[src/rtl/rom_burst_pkg.sv]
// rtl/rom_burst_pkg.sv - shared types and constants for the ROM burst reader
package rom_burst_pkg;

  typedef enum logic [1:0] {
    ST_IDLE  = 2'd0,
    ST_FETCH = 2'd1,
    ST_DRAIN = 2'd2
  } state_e;

  // Synchronous ROM read latency in cycles; the inflight tracking assumes 1.
  localparam int ROM_LAT = 1;

endpackage

[src/rtl/rom_burst_fifo2.sv]
// rtl/rom_burst_fifo2.sv - two-entry shift FIFO with registered head outputs
module rom_burst_fifo2 #(
  parameter int DATA_W = 8
) (
  input  logic              clk,
  input  logic              rst_n,
  input  logic              flush,
  input  logic              push,
  input  logic [DATA_W-1:0] push_data,
  input  logic              pop,
  output logic [DATA_W-1:0] head_data,
  output logic              head_valid,
  output logic [1:0]        count
);

  logic [DATA_W-1:0] d0_q, d0_d, d1_q, d1_d;
  logic              v0_q, v0_d, v1_q, v1_d;
  logic              pop_ok;

  // Next-state of the two slots: slot 0 is always the head, slot 1 only fills behind it.
  always_comb begin
    d0_d   = d0_q;
    d1_d   = d1_q;
    v0_d   = v0_q;
    v1_d   = v1_q;
    pop_ok = pop & v0_q;
    if (flush) begin
      v0_d = 1'b0;
      v1_d = 1'b0;
    end else if (pop_ok) begin
      d0_d = d1_q;
      v0_d = v1_q;
      v1_d = 1'b0;
      if (push) begin
        if (v1_q) begin
          d1_d = push_data;
          v1_d = 1'b1;
        end else begin
          d0_d = push_data;
          v0_d = 1'b1;
        end
      end
    end else if (push) begin
      if (!v0_q) begin
        d0_d = push_data;
        v0_d = 1'b1;
      end else begin
        d1_d = push_data;
        v1_d = 1'b1;
      end
    end
  end

  // Slot registers; the head data resets to zero so m_data is clean in reset.
  always_ff @(posedge clk or negedge rst_n) begin
    if (!rst_n) begin
      d0_q <= '0;
      d1_q <= '0;
      v0_q <= 1'b0;
      v1_q <= 1'b0;
    end else begin
      d0_q <= d0_d;
      d1_q <= d1_d;
      v0_q <= v0_d;
      v1_q <= v1_d;
    end
  end

  assign head_data  = d0_q;
  assign head_valid = v0_q;
  assign count      = {v0_q & v1_q, v0_q ^ v1_q};

endmodule

[src/rtl/rom_burst_reader.sv]
// rtl/rom_burst_reader.sv - reads a burst of ROM words and streams them out with backpressure
module rom_burst_reader
  import rom_burst_pkg::*;
#(
  parameter int ADDR_W = 8,
  parameter int DATA_W = 8,
  parameter int LEN_W  = 8
) (
  input  logic              clk,
  input  logic              rst_n,
  input  logic              start,
  input  logic              abort,
  input  logic [ADDR_W-1:0] base_addr,
  input  logic [LEN_W-1:0]  burst_len,
  output logic              busy,
  output logic              done,
  output logic [DATA_W-1:0] m_data,
  output logic              m_valid,
  input  logic              m_ready,
  output logic              rom_cs,
  output logic [ADDR_W-1:0] rom_addr,
  input  logic [DATA_W-1:0] rom_dout
);

  state_e            state_q, state_d;
  logic [ADDR_W-1:0] addr_q, addr_d;
  logic [ADDR_W-1:0] rom_addr_q, rom_addr_d;
  logic [LEN_W-1:0]  issue_cnt_q, issue_cnt_d;
  logic [LEN_W-1:0]  len_q, len_d;
  logic              inflight_q, inflight_d;
  logic              done_q, done_d;
  logic              busy_q, busy_d;

  logic              pop;
  logic              flush;
  logic [1:0]        fifo_count;
  logic [2:0]        occupancy;
  logic              can_issue;

  rom_burst_fifo2 #(.DATA_W(DATA_W)) u_fifo (
    .clk        (clk),
    .rst_n      (rst_n),
    .flush      (flush),
    .push       (inflight_q),
    .push_data  (rom_dout),
    .pop        (pop),
    .head_data  (m_data),
    .head_valid (m_valid),
    .count      (fifo_count)
  );

  assign pop   = m_valid & m_ready;
  assign flush = abort & (state_q != ST_IDLE);

  // Words already committed (buffered or returning) after this cycle's pop;
  // a new read is only issued if its word is guaranteed a FIFO slot.
  assign occupancy = {1'b0, fifo_count} + {2'b00, inflight_q} - {2'b00, pop};
  assign can_issue = (state_q == ST_FETCH) && (issue_cnt_q < len_q) && (occupancy < 3'd2);

  assign rom_cs   = can_issue;
  assign rom_addr = can_issue ? addr_q : rom_addr_q;
  assign busy     = busy_q;
  assign done     = done_q;

  // Burst sequencing: latch request, issue reads under FIFO credit, finish on the last beat.
  always_comb begin
    state_d     = state_q;
    addr_d      = addr_q;
    rom_addr_d  = rom_addr_q;
    issue_cnt_d = issue_cnt_q;
    len_d       = len_q;
    inflight_d  = can_issue;
    done_d      = 1'b0;
    case (state_q)
      ST_IDLE: begin
        if (start && !abort && (burst_len != '0)) begin
          state_d     = ST_FETCH;
          addr_d      = base_addr;
          len_d       = burst_len;
          issue_cnt_d = '0;
        end
      end
      ST_FETCH: begin
        if (can_issue) begin
          addr_d      = addr_q + 1'b1;
          rom_addr_d  = addr_q;
          issue_cnt_d = issue_cnt_q + 1'b1;
          if (issue_cnt_q == len_q - 1'b1) begin
            state_d = ST_DRAIN;
          end
        end
      end
      ST_DRAIN: begin
        // Every read is issued, so a pop with nothing behind it is the last beat.
        if (pop && !inflight_q && (fifo_count == 2'd1)) begin
          state_d = ST_IDLE;
          done_d  = 1'b1;
        end
      end
      default: state_d = ST_IDLE;
    endcase
    if (abort && (state_q != ST_IDLE)) begin
      state_d    = ST_IDLE;
      inflight_d = 1'b0;
      done_d     = 1'b0;
    end
    busy_d = (state_d != ST_IDLE);
  end

  // Control registers with asynchronous active-low reset.
  always_ff @(posedge clk or negedge rst_n) begin
    if (!rst_n) begin
      state_q     <= ST_IDLE;
      addr_q      <= '0;
      rom_addr_q  <= '0;
      issue_cnt_q <= '0;
      len_q       <= '0;
      inflight_q  <= 1'b0;
      done_q      <= 1'b0;
      busy_q      <= 1'b0;
    end else begin
      state_q     <= state_d;
      addr_q      <= addr_d;
      rom_addr_q  <= rom_addr_d;
      issue_cnt_q <= issue_cnt_d;
      len_q       <= len_d;
      inflight_q  <= inflight_d;
      done_q      <= done_d;
      busy_q      <= busy_d;
    end
  end

endmodule
[config.mk]
export PLATFORM = sky130hd
export DESIGN_NAME = rom_burst_reader
export DESIGN_NICKNAME = d
export VERILOG_FILES = /design/src/rtl/rom_burst_pkg.sv /design/src/rtl/rom_burst_fifo2.sv /design/src/rtl/rom_burst_reader.sv
export SDC_FILE = /design/constraint.sdc
export NUM_CORES = 1
export LEC_CHECK = 0
export CAP_MARGIN = 20
export CORE_MARGIN = 2
export CORE_UTILIZATION = 48
export CTS_CLUSTER_SIZE = 10
export DETAILED_ROUTE_END_ITERATION = 10
export HOLD_SLACK_MARGIN = 0.05
export PLACE_DENSITY = 0.8
export SETUP_SLACK_MARGIN = 0.4
export SLEW_MARGIN = 10
export SYNTH_ARGS = -nofsm -noshare
export SYNTH_HDL_FRONTEND = slang
export SYNTH_SLANG_ARGS = --single-unit
[constraint.sdc]
create_clock -name clk -period 3.1 [get_ports clk]
set_input_delay 0.62 -clock clk [delete_from_list [all_inputs] [get_ports clk]]
set_output_delay 0.62 -clock clk [all_outputs]
set_load 0.01 [all_outputs]
== Word-level counts from Yosys, hierarchy flattened ==
Cells that the tools add are included.
Operators by class
  add/sub/neg operators: 5
  order comparisons: 2
  eq/ne operators: 8
  mux-type cells: 37
  bitwise logic cells: 6
  reductions and logical operators: 23
Operator list (number)
  $mux W8: 15
  $pmux W8 S2: 2
  $add A8 B1 Y8 const B: 2
  $mux W1: 14
  $mux W2: 5
  $reduce_bool A2 Y1: 5
  $eq A8 B8 Y1: 1
  $lt A8 B8 Y1: 1
  $reduce_bool A8 Y1: 1
  $sub A8 B1 Y8 const B: 1
  $logic_and A1 B1 Y1: 7
  $ne A2 B2 Y1 const B: 3
  $pmux W2 S3: 1
  $reduce_and A3 Y1: 2
  $reduce_bool A3 Y1: 2
  $and A1 B1 Y1: 4
  $eq A2 B1 Y1 const B: 2
  $reduce_and A2 Y1: 2
  $reduce_and A4 Y1: 1
  $add A2 B1 Y3: 1
  $lt A3 B2 Y1 const B: 1
  $sub A3 B1 Y3: 1
  $eq A2 B2 Y1 const B: 1
  $logic_not A1 Y1: 2
  4 further kinds: 4
Storage, ports and cells
  bits in registers: 55
  input port bits: 29
  output and inout bits: 20
  logic and storage cells: 93

== Longest topological paths before layout ==
Gate-level depths: netlist (run 1).
  depth after elaboration: 9
  gate-level depth with buffers: 12

== Cells and area by module ==
A second synthesis (run 1) with hierarchy kept.
Unflattened totals
  cells, all modules: 314
  area, all modules: 3110.5 µm²
Modules (own cells, without submodules)
  rom_burst_reader: times used 1, cells an instance 237, area an instance 2270.9 µm²
  rom_burst_fifo2: times used 1, cells an instance 77, area an instance 839.6 µm²

== Worst setup path after synthesis (run 1) ==
OpenSTA, ideal clock, no wires.
  path type: input to output
  start: input m_ready
  end: output rom_addr[4]
  arrival time: 2.586 ns
  required time: 2.480 ns
  path slack: -0.106 ns
  stages on the path: 11
  buffers on the path: 2
  cell sequence: nand2_1 > inv_1 > ha_1 > xor2_1 > ha_1 > a211oi_1 > nand3_2 > or2_0 > clkbuf_1 > clkbuf_1 > o21ai_0
On the way
  cells in the longest elaborated chain, start to end: 5
RTL lines
  start: declaration: line rom_burst_reader.sv:19  | input logic m_ready,
  $and A1 B1 Y1: line rom_burst_reader.sv:52  | assign pop = m_valid & m_ready;
  $sub A3 B1 Y3: line rom_burst_reader.sv:57  | assign occupancy = {1'b0, fifo_count} + {2'b00, inflight_q} - {2'b00, pop};
  $lt A3 B2 Y1: line rom_burst_reader.sv:58  | assign can_issue = (state_q == ST_FETCH) && (issue_cnt_q < len_q) && (occupancy < 3'd2);
  $logic_and A1 B1 Y1: line rom_burst_reader.sv:58
  $mux W8
  end: declaration: line rom_burst_reader.sv:21  | output logic [ADDR_W-1:0] rom_addr,
No other way between the ends.

== Worst setup path after layout (run 1) ==
  start: register u_fifo.v0_q (netlist: u_fifo.head_valid)
  end: output rom_addr[1]
On the way
  cells in the longest elaborated chain, start to end: 6
  elaborated cells on any way between the ends: 8
RTL lines
  start: declaration: line rom_burst_fifo2.sv:17  | logic v0_q, v0_d, v1_q, v1_d;
  start signal: assignment: line rom_burst_fifo2.sv:64  | v0_q <= v0_d;
  $xor A1 B1 Y1 or $and A1 B1 Y1 (tied branches): line rom_burst_fifo2.sv:71  | assign count = {v0_q & v1_q, v0_q ^ v1_q};
  $add A2 B1 Y3: line rom_burst_reader.sv:57
  $sub A3 B1 Y3 *: line rom_burst_reader.sv:57
  $lt A3 B2 Y1 *: line rom_burst_reader.sv:58
  $logic_and A1 B1 Y1 *: line rom_burst_reader.sv:58
  $mux W8 *
Mark *: on every way between the ends. The rest lies on a longest branch, timed or not.

==> flow_summary.yaml, run 1 <==
outcome:
  status: "complete, but fails checks"
  violations: "negative setup slack"
synthesis:
  yosys.area.top_type: "dfrtp_1"
  yosysTopAreaCellShare: 0.464
  ys_seq_elements: 55
  ys.warnings.count: 0
  async_flop_share: 1.00
  syn-num-nets: 361
  avgSynthCellArea_um2: 9.34
  synthTopCellsByArea: "dfrtp_1 (46%), nand2_1 (6.6%), ha_1 (5.9%)"
  ys_seq_area_frac: 0.464
  synth-main-ff-cell: "dfrtp_1"
  synth_area_mm2: 0.00297
  syn_inst: 318
  synthDistinctLibCells: 48
  synth-edff-count: 0
finish:
  final_area_mm2: 0.00408
  area_growth_syn_to_layout_pct: 37.3
  final_common_cell: "dfrtp_1"
  fin_cells: 474
  drive_gt1_frac: 0.246
  diodes: 0
  final_cell_mix: "dfrtp_1 (54), nand2_1 (37), clkdlybuf4s50_1 (37), buf_4 (29)"
  fin_util: 0.684
  fillers: 463
  fin_nets: 441
detailed_routing:
  ant_nets: 0
  wl_per_cell_um: 15.0
  drt-total-wl_um: 7090
  avgViaCountPerCell: 5.41
  vias: 2565
  drt_iter0_drc: 117
  drc: 0
  dr.pass1.iters: 4
sta:
  setup_tns_ns: -0.792
  drv_slew: 0
  fmax_mhz: 311
  holdWs_ns: 0.306
  maxSlewHeadroom: 0.596
  rsz0062_at_grt: "true"
  timing_worst_slew_pin_value_ns: 0.606
  finClkSkew_ns: 0.00860
  min_period_ns: 3.21
  finalSetupViolCount: 8
  final-hold-violation-count: 0
  timing.final.crit_share: 1.04
  worst_slack_ns: -0.113
die:
  die_y_um: 82.7
  rows: 28
  io_pins: 49
  die_area_mm2: 0.00683
  die_w_um: 82.7
  initial_utilization: 0.499
  core_area_mm2: 0.00596
critical_path:
  crit_path_start_kind: "flip-flop"
  arrival_ns: 2.59
  path_class: "flip-flop to output pin"
  worstPathRequired_ns: 2.48
  path_max_fanout: 5
  endpoint_kind: "output pin"
grt:
  grt_usage: 0.227
  overflow: 0
  antenna_found_initial: 0
  grt_pass1_vias: 2575
  grt_pass1_wl_um: 11900
  grt_max_degree: 31
clocking:
  clkSlewWorstSetupHoldPaths_ns: 0.11
  cts_max_level: 2
  cts_made_buffers: 5
  cts-root-buf: "clkbuf_8"
  clock-sinks: 55
  cts_max_path_buffers: 2
  cts_tree: "built"
  clk_latency_ns: 0.30
place:
  port_buffers: 48
  placed_area_mm2: 0.00382
  dp.cells: 463
  dpl.hpwl_um: 5190
  finalWeightedCongestion: 0.868
power:
  power.density_mw_per_mm2: 852
  ir_drop_v: 0.000580
  p_leak_nw: 1.80
job:
  cap_violations: 0
worst_hold_path:
  hp-class: "input port to async pin"
==> logic make-up (layout without fill, tap and decap cells) <==
logic type | Yosys count | after routing | share of synthesized area
DFF | 55 | 55 | 0.464
xor gates and xnor gates | 13 | 13 | 0.0383
and+or+nand+nor | 117 | 117 | 0.189
buffers and inverters | 27 | 108 | 0.0354
muxes | 18 | 18 | 0.0641
adders and majority gates | 15 | 15 | 0.0624
AOI/OAI and AO/OA | 73 | 73 | 0.147
==> final cells by class <==
| cell class | count | area [µm²] | area share |
|---|---|---|---|
| Inverter | 17 | 71.3 | 0.0175 |
| Tap cell | 75 | 93.8 | 0.0230 |
| Clock inverter | 3 | 46.3 | 0.0114 |
| Sequential cell | 55 | 1380 | 0.338 |
| Multi-Input combinational cell | 236 | 1640 | 0.403 |
| Timing Repair Buffer | 83 | 777 | 0.191 |
| Clock buffer | 5 | 68.8 | 0.0169 |
==> repair_timing <==
item / CTS / global route
setup endpoints to repair: 20 / 17
pin swaps: 14 / 5
endpoints found under the hold margin: 0 / 0
cloned: 0 / 0
gates resized for setup: 69 / 7
hold buffers: 0 / 0
setup buffers: 2 / 1
==> state kept, by name, indices dropped and copies added, names as in the netlist <==
name	count
addr_q	8
busy	1
u_fifo.head_valid	1
rom_addr_q	8
u_fifo.v1_q	1
issue_cnt_q	8
u_fifo.head_data	8
done	1
u_fifo.d1_q	8
inflight_q	1
state_q	2
len_q	8
==> worst paths after layout <==
kind	from	end	slack, ns	cells after the start
min	rst_n	u_fifo.head_data[1]$_DFFE_PN0P_	0.31	1
max	u_fifo.head_valid$_DFFE_PN0P_	rom_addr[1]	-0.11	12
min reg2reg	rom_addr_q[2]$_DFFE_PN0P_	rom_addr_q[2]$_DFFE_PN0P_	0.50	2
max in group asynchronous	rst_n	u_fifo.head_valid$_DFFE_PN0P_	2.20	2
max reg2reg	u_fifo.head_valid$_DFFE_PN0P_	issue_cnt_q[4]$_DFFE_PN0P_	0.08	13
min in group clk	rom_addr_q[2]$_DFFE_PN0P_	rom_addr_q[2]$_DFFE_PN0P_	0.50	2
==> synth_stat cells, drive strengths merged (2+ instances only) <==
cell type  instances
nor4               7
or2                3
xnor2              9
o21ai             24
xor2               4
nand2             52
o22ai              2
nand4              3
o211ai             2
nor2              21
inv               16
nand3             11
clkbuf             7
a211oi             3
nor2b              3
nand2b             3
or4                2
buf                3
mux2i             10
ha                14
a21oi             24
nor3               4
mux2               8
a31oi              2
o31ai              4
dfrtp             55
o21a               4
==> per-layer routing <==
layer / track usage / up-vias / part of all wire
met5: 0 / - / 0
met4: 0.0377 / 0 / 0.0063
met3: 0.0359 / 4 / 0.042
met2: 0.397 / 70 / 0.50
met1: 0.303 / 1215 / 0.46
li1: - / 1276 / -
==> through the flow <==
stage	power (mW)	setup WS [ns]
after detailed placement	2.81	-0.865
after CTS	3.45	-0.197
after floorplan	2.12	0.181
final	3.47	-0.113
after global placement	2.75	-0.821
after global routing	3.73	-0.212
==> worst max-delay path: stages (launching register included) <==
cell      delay, ns
dfrtp_2        0.44
ha_4           0.27
inv_4          0.04
ha_4           0.14
xor2_1         0.14
ha_1           0.30
a211oi_2       0.16
nand3_2        0.11
or2_4          0.29
buf_6          0.15
nand2_2        0.07
nand2_2        0.06
buf_6          0.11
==> power breakdown <==
group          internal [mW]  switching, mW
clock                  0.244          0.251
sequential             0.987          0.194
combinational          0.918          0.882
(Power assumes the default switching activity.)
==> run 2: changes to the inputs <==
Settings changed: ABC_AREA set to 1, CORE_MARGIN 2 to unset, CORE_UTILIZATION 48 to 49, PLACE_DENSITY 0.8 to 0.81.
==> flow_summary.yaml, run 2 <==
grt:
  grt_pass1_wl_um: 12400
  grt_pass1_vias: 2757
  grt_usage: 0.242
  overflow: 0
  grt_max_degree: 32
  antenna_found_initial: 0
finish:
  fin_nets: 525
  final_area_mm2: 0.00429
  fin_cells: 558
  area_growth_syn_to_layout_pct: 36.5
  final_common_cell: "nand2_1"
  final_cell_mix: "nand2_1 (100), dfrtp_1 (54), inv_1 (47), clkdlybuf4s50_1 (37), o21ai_1 (34)"
  fin_util: 0.707
  drive_gt1_frac: 0.195
  diodes: 0
power:
  clkPwrFrac: 0.105
  pwr-share-seq: 0.263
  p_leak_nw: 2.08
  intPower_mw: 2.59
  power_mw: 4.67
  pwr-share-comb: 0.632
  swShare: 0.445
  ir_drop_v: 0.000527
  power.density_mw_per_mm2: 1090
  p_sw_mw: 2.08
sta:
  timing.final.crit_share: 0.988
  worst_slack_ns: 0.0384
  setup_tns_ns: 0
  finalSetupViolCount: 0
  min_period_ns: 3.06
  fmax_mhz: 327
  rsz0062_at_grt: "true"
  finClkSkew_ns: 0.00809
  timing_worst_slew_pin_value_ns: 0.788
  final-hold-violation-count: 0
  maxSlewHeadroom: 0.475
  drv_slew: 0
  holdWs_ns: 0.355
detailed_routing:
  drc: 0
  ant_nets: 0
  dr.pass1.iters: 4
  avgViaCountPerCell: 5.20
  wl_per_cell_um: 14.0
  vias: 2903
  drt-total-wl_um: 7800
  drt_iter0_drc: 169
outcome:
  status: "finished, final reports clean"
clocking:
  cts_max_level: 2
  cts_made_buffers: 5
  clkSlewWorstSetupHoldPaths_ns: 0.10
  cts-root-buf: "clkbuf_8"
  clock-sinks: 55
  cts_tree: "built"
  clk_latency_ns: 0.31
  cts_max_path_buffers: 2
critical_path:
  cp.depth: 12
  cpMostUsedCell: "ha_4"
  crit_buf_inv: 5
  crit-reg2reg-launch: "u_fifo.head_valid$_DFFE_PN0P_"
  reg2reg_depth: 16
  path_class: "flip-flop to output pin"
  worstPathCellList: "ha_4 > inv_4 > ha_4 > xor2_2 > ha_4 > a21o_1 > nor2_4 > buf_12 > buf_8 > inv_12 > o21ai_4 > buf_6"
  r2r_setup_slack_ns: 0.46
  rr_endpoint: "issue_cnt_q[5]$_DFFE_PN0P_"
  path_max_fanout: 6
  crit_start: "u_fifo.head_valid$_DFFE_PN0P_"
  crit_path_start_kind: "flip-flop"
  endpoint_kind: "output pin"
  worstPathRequired_ns: 2.48
  cp_slowest_stage_delay_ns: 0.43
  path_delay_family: "adder cells"
  arrival_ns: 2.44
  cpMaxStageDelayCell: "dfrtp_2"
synthesis:
  synth-edff-count: 0
  synth_area_mm2: 0.00314
  yosys.area.top_type: "dfrtp_1"
  synth-main-ff-cell: "dfrtp_1"
  synth_compound_area_frac: 0.149
  synthTopCellsByArea: "dfrtp_1 (44%), nand2_1 (14%), o21ai_1 (6.7%)"
  ys.warnings.count: 0
  yosysMostFrequentCell: "nand2_1"
  synthAdderAreaFrac: 0.0558
  synth_top_family_by_area: "simple AND/OR/NAND/NOR gates"
  async_flop_share: 1.00
  synthXorXnorAreaFrac: 0.0279
  yosys.area_share.simple: 0.234
  syn-num-nets: 451
  synthDistinctLibCells: 33
  syn_inst: 408
  ys_seq_area_frac: 0.438
  avgSynthCellArea_um2: 7.70
  ys_seq_elements: 55
  netlist_top_cells_count: "nand2_1 (113), dfrtp_1 (55), inv_1 (49)"
  synthMuxAreaShare: 0
  yosysTopAreaCellShare: 0.438
worst_hold_path:
  hp-class: "input port to async pin"
place:
  placed_area_mm2: 0.00387
  dpl.hpwl_um: 4960
  dp.cells: 533
  place_ws_ns: -0.582
  port_buffers: 48
  finalWeightedCongestion: 0.823
die:
  io_pins: 49
  die_area_mm2: 0.00673
  rows: 28
  core_area_mm2: 0.00606
  die_w_um: 82.1
  die_y_um: 82.1
  initial_utilization: 0.518
job:
  cap_violations: 0
run 2: cell types whose count changed in the layout (fill, tap and decap cells not counted), sizes merged, moves of 4 or more:
cell   previous run  this run
mux2i            10         0
xor2              4         8
nand2            52       118
o21ai            24        57
inv              17        58
nor4              7         1
nor2             21        33
o21a              4         0
nand3            11        19
buf              45        35
xnor2             9         2
mux2              8         0
run 2: how the worst max path moves through the flow:
| stage | slack, ns | endpoint |
|---|---|---|
| after floorplan | 0.37 | rom_addr[0] |
| after global placement | -0.54 | rom_addr[2] |
| after detailed placement | -0.58 | rom_addr[3] |
| after CTS | -0.008 | rom_addr[2] |
| after global routing | -0.05 | rom_addr[2] |
| final | 0.04 | rom_addr[2] |
run 2: cell type report:
class / instances / area (µm²)
clock buffer: 6 / 72.6
clock inverter: 2 / 38.8
fill: 463 / 1770
inverter: 59 / 240
multi-input combinational: 286 / 1710
sequential: 55 / 1380
tap: 75 / 93.8
timing repair buffer: 73 / 733
timing repair inverter: 2 / 22.5
run 2: logic make-up (layout without fill, tap and decap cells):
logic type	after synthesis	after routing
and+or+nand+nor	175	177
AOI/OAI and AO/OA	85	85
buffers and inverters	69	142
DFF	55	55
adders and majority gates	14	14
xor gates and xnor gates	10	10
run 2: power by group through the flow:
stage / logic (mW) / registers (mW) / clock network, mW
final: 2.95 / 1.23 / 0.489
after global routing: 3.26 / 1.27 / 0.527
after CTS: 2.54 / 1.23 / 0.493
after detailed placement: 2.27 / 1.23 / 0
after global placement: 2.19 / 1.22 / 0
after floorplan: 1.61 / 1.24 / 0
run 2: metal layers:
layer | vias up | routed length (µm) | GRT usage
met2 | 90 | 3840 | 0.434
met1 | 1340 | 3350 | 0.292
met5 | - | 0 | 0
met3 | 19 | 445 | 0.0489
li1 | 1454 | - | -
met4 | 0 | 170 | 0.0684
run 2: timing repair:
item,CTS,global route
hold endpoints to repair,0,0
endpoints found under the setup margin,9,23
pin swaps,4,9
gates resized for setup,59,26
hold buffers,0,0
gates cloned,2,2
setup buffers,7,6
==> run 3: changes to the inputs <==
Settings changed: GPL_ROUTABILITY_DRIVEN set to 0.
==> results of run 3 <==
No change in the layout: final DEF, timing and power equal those of run 2.
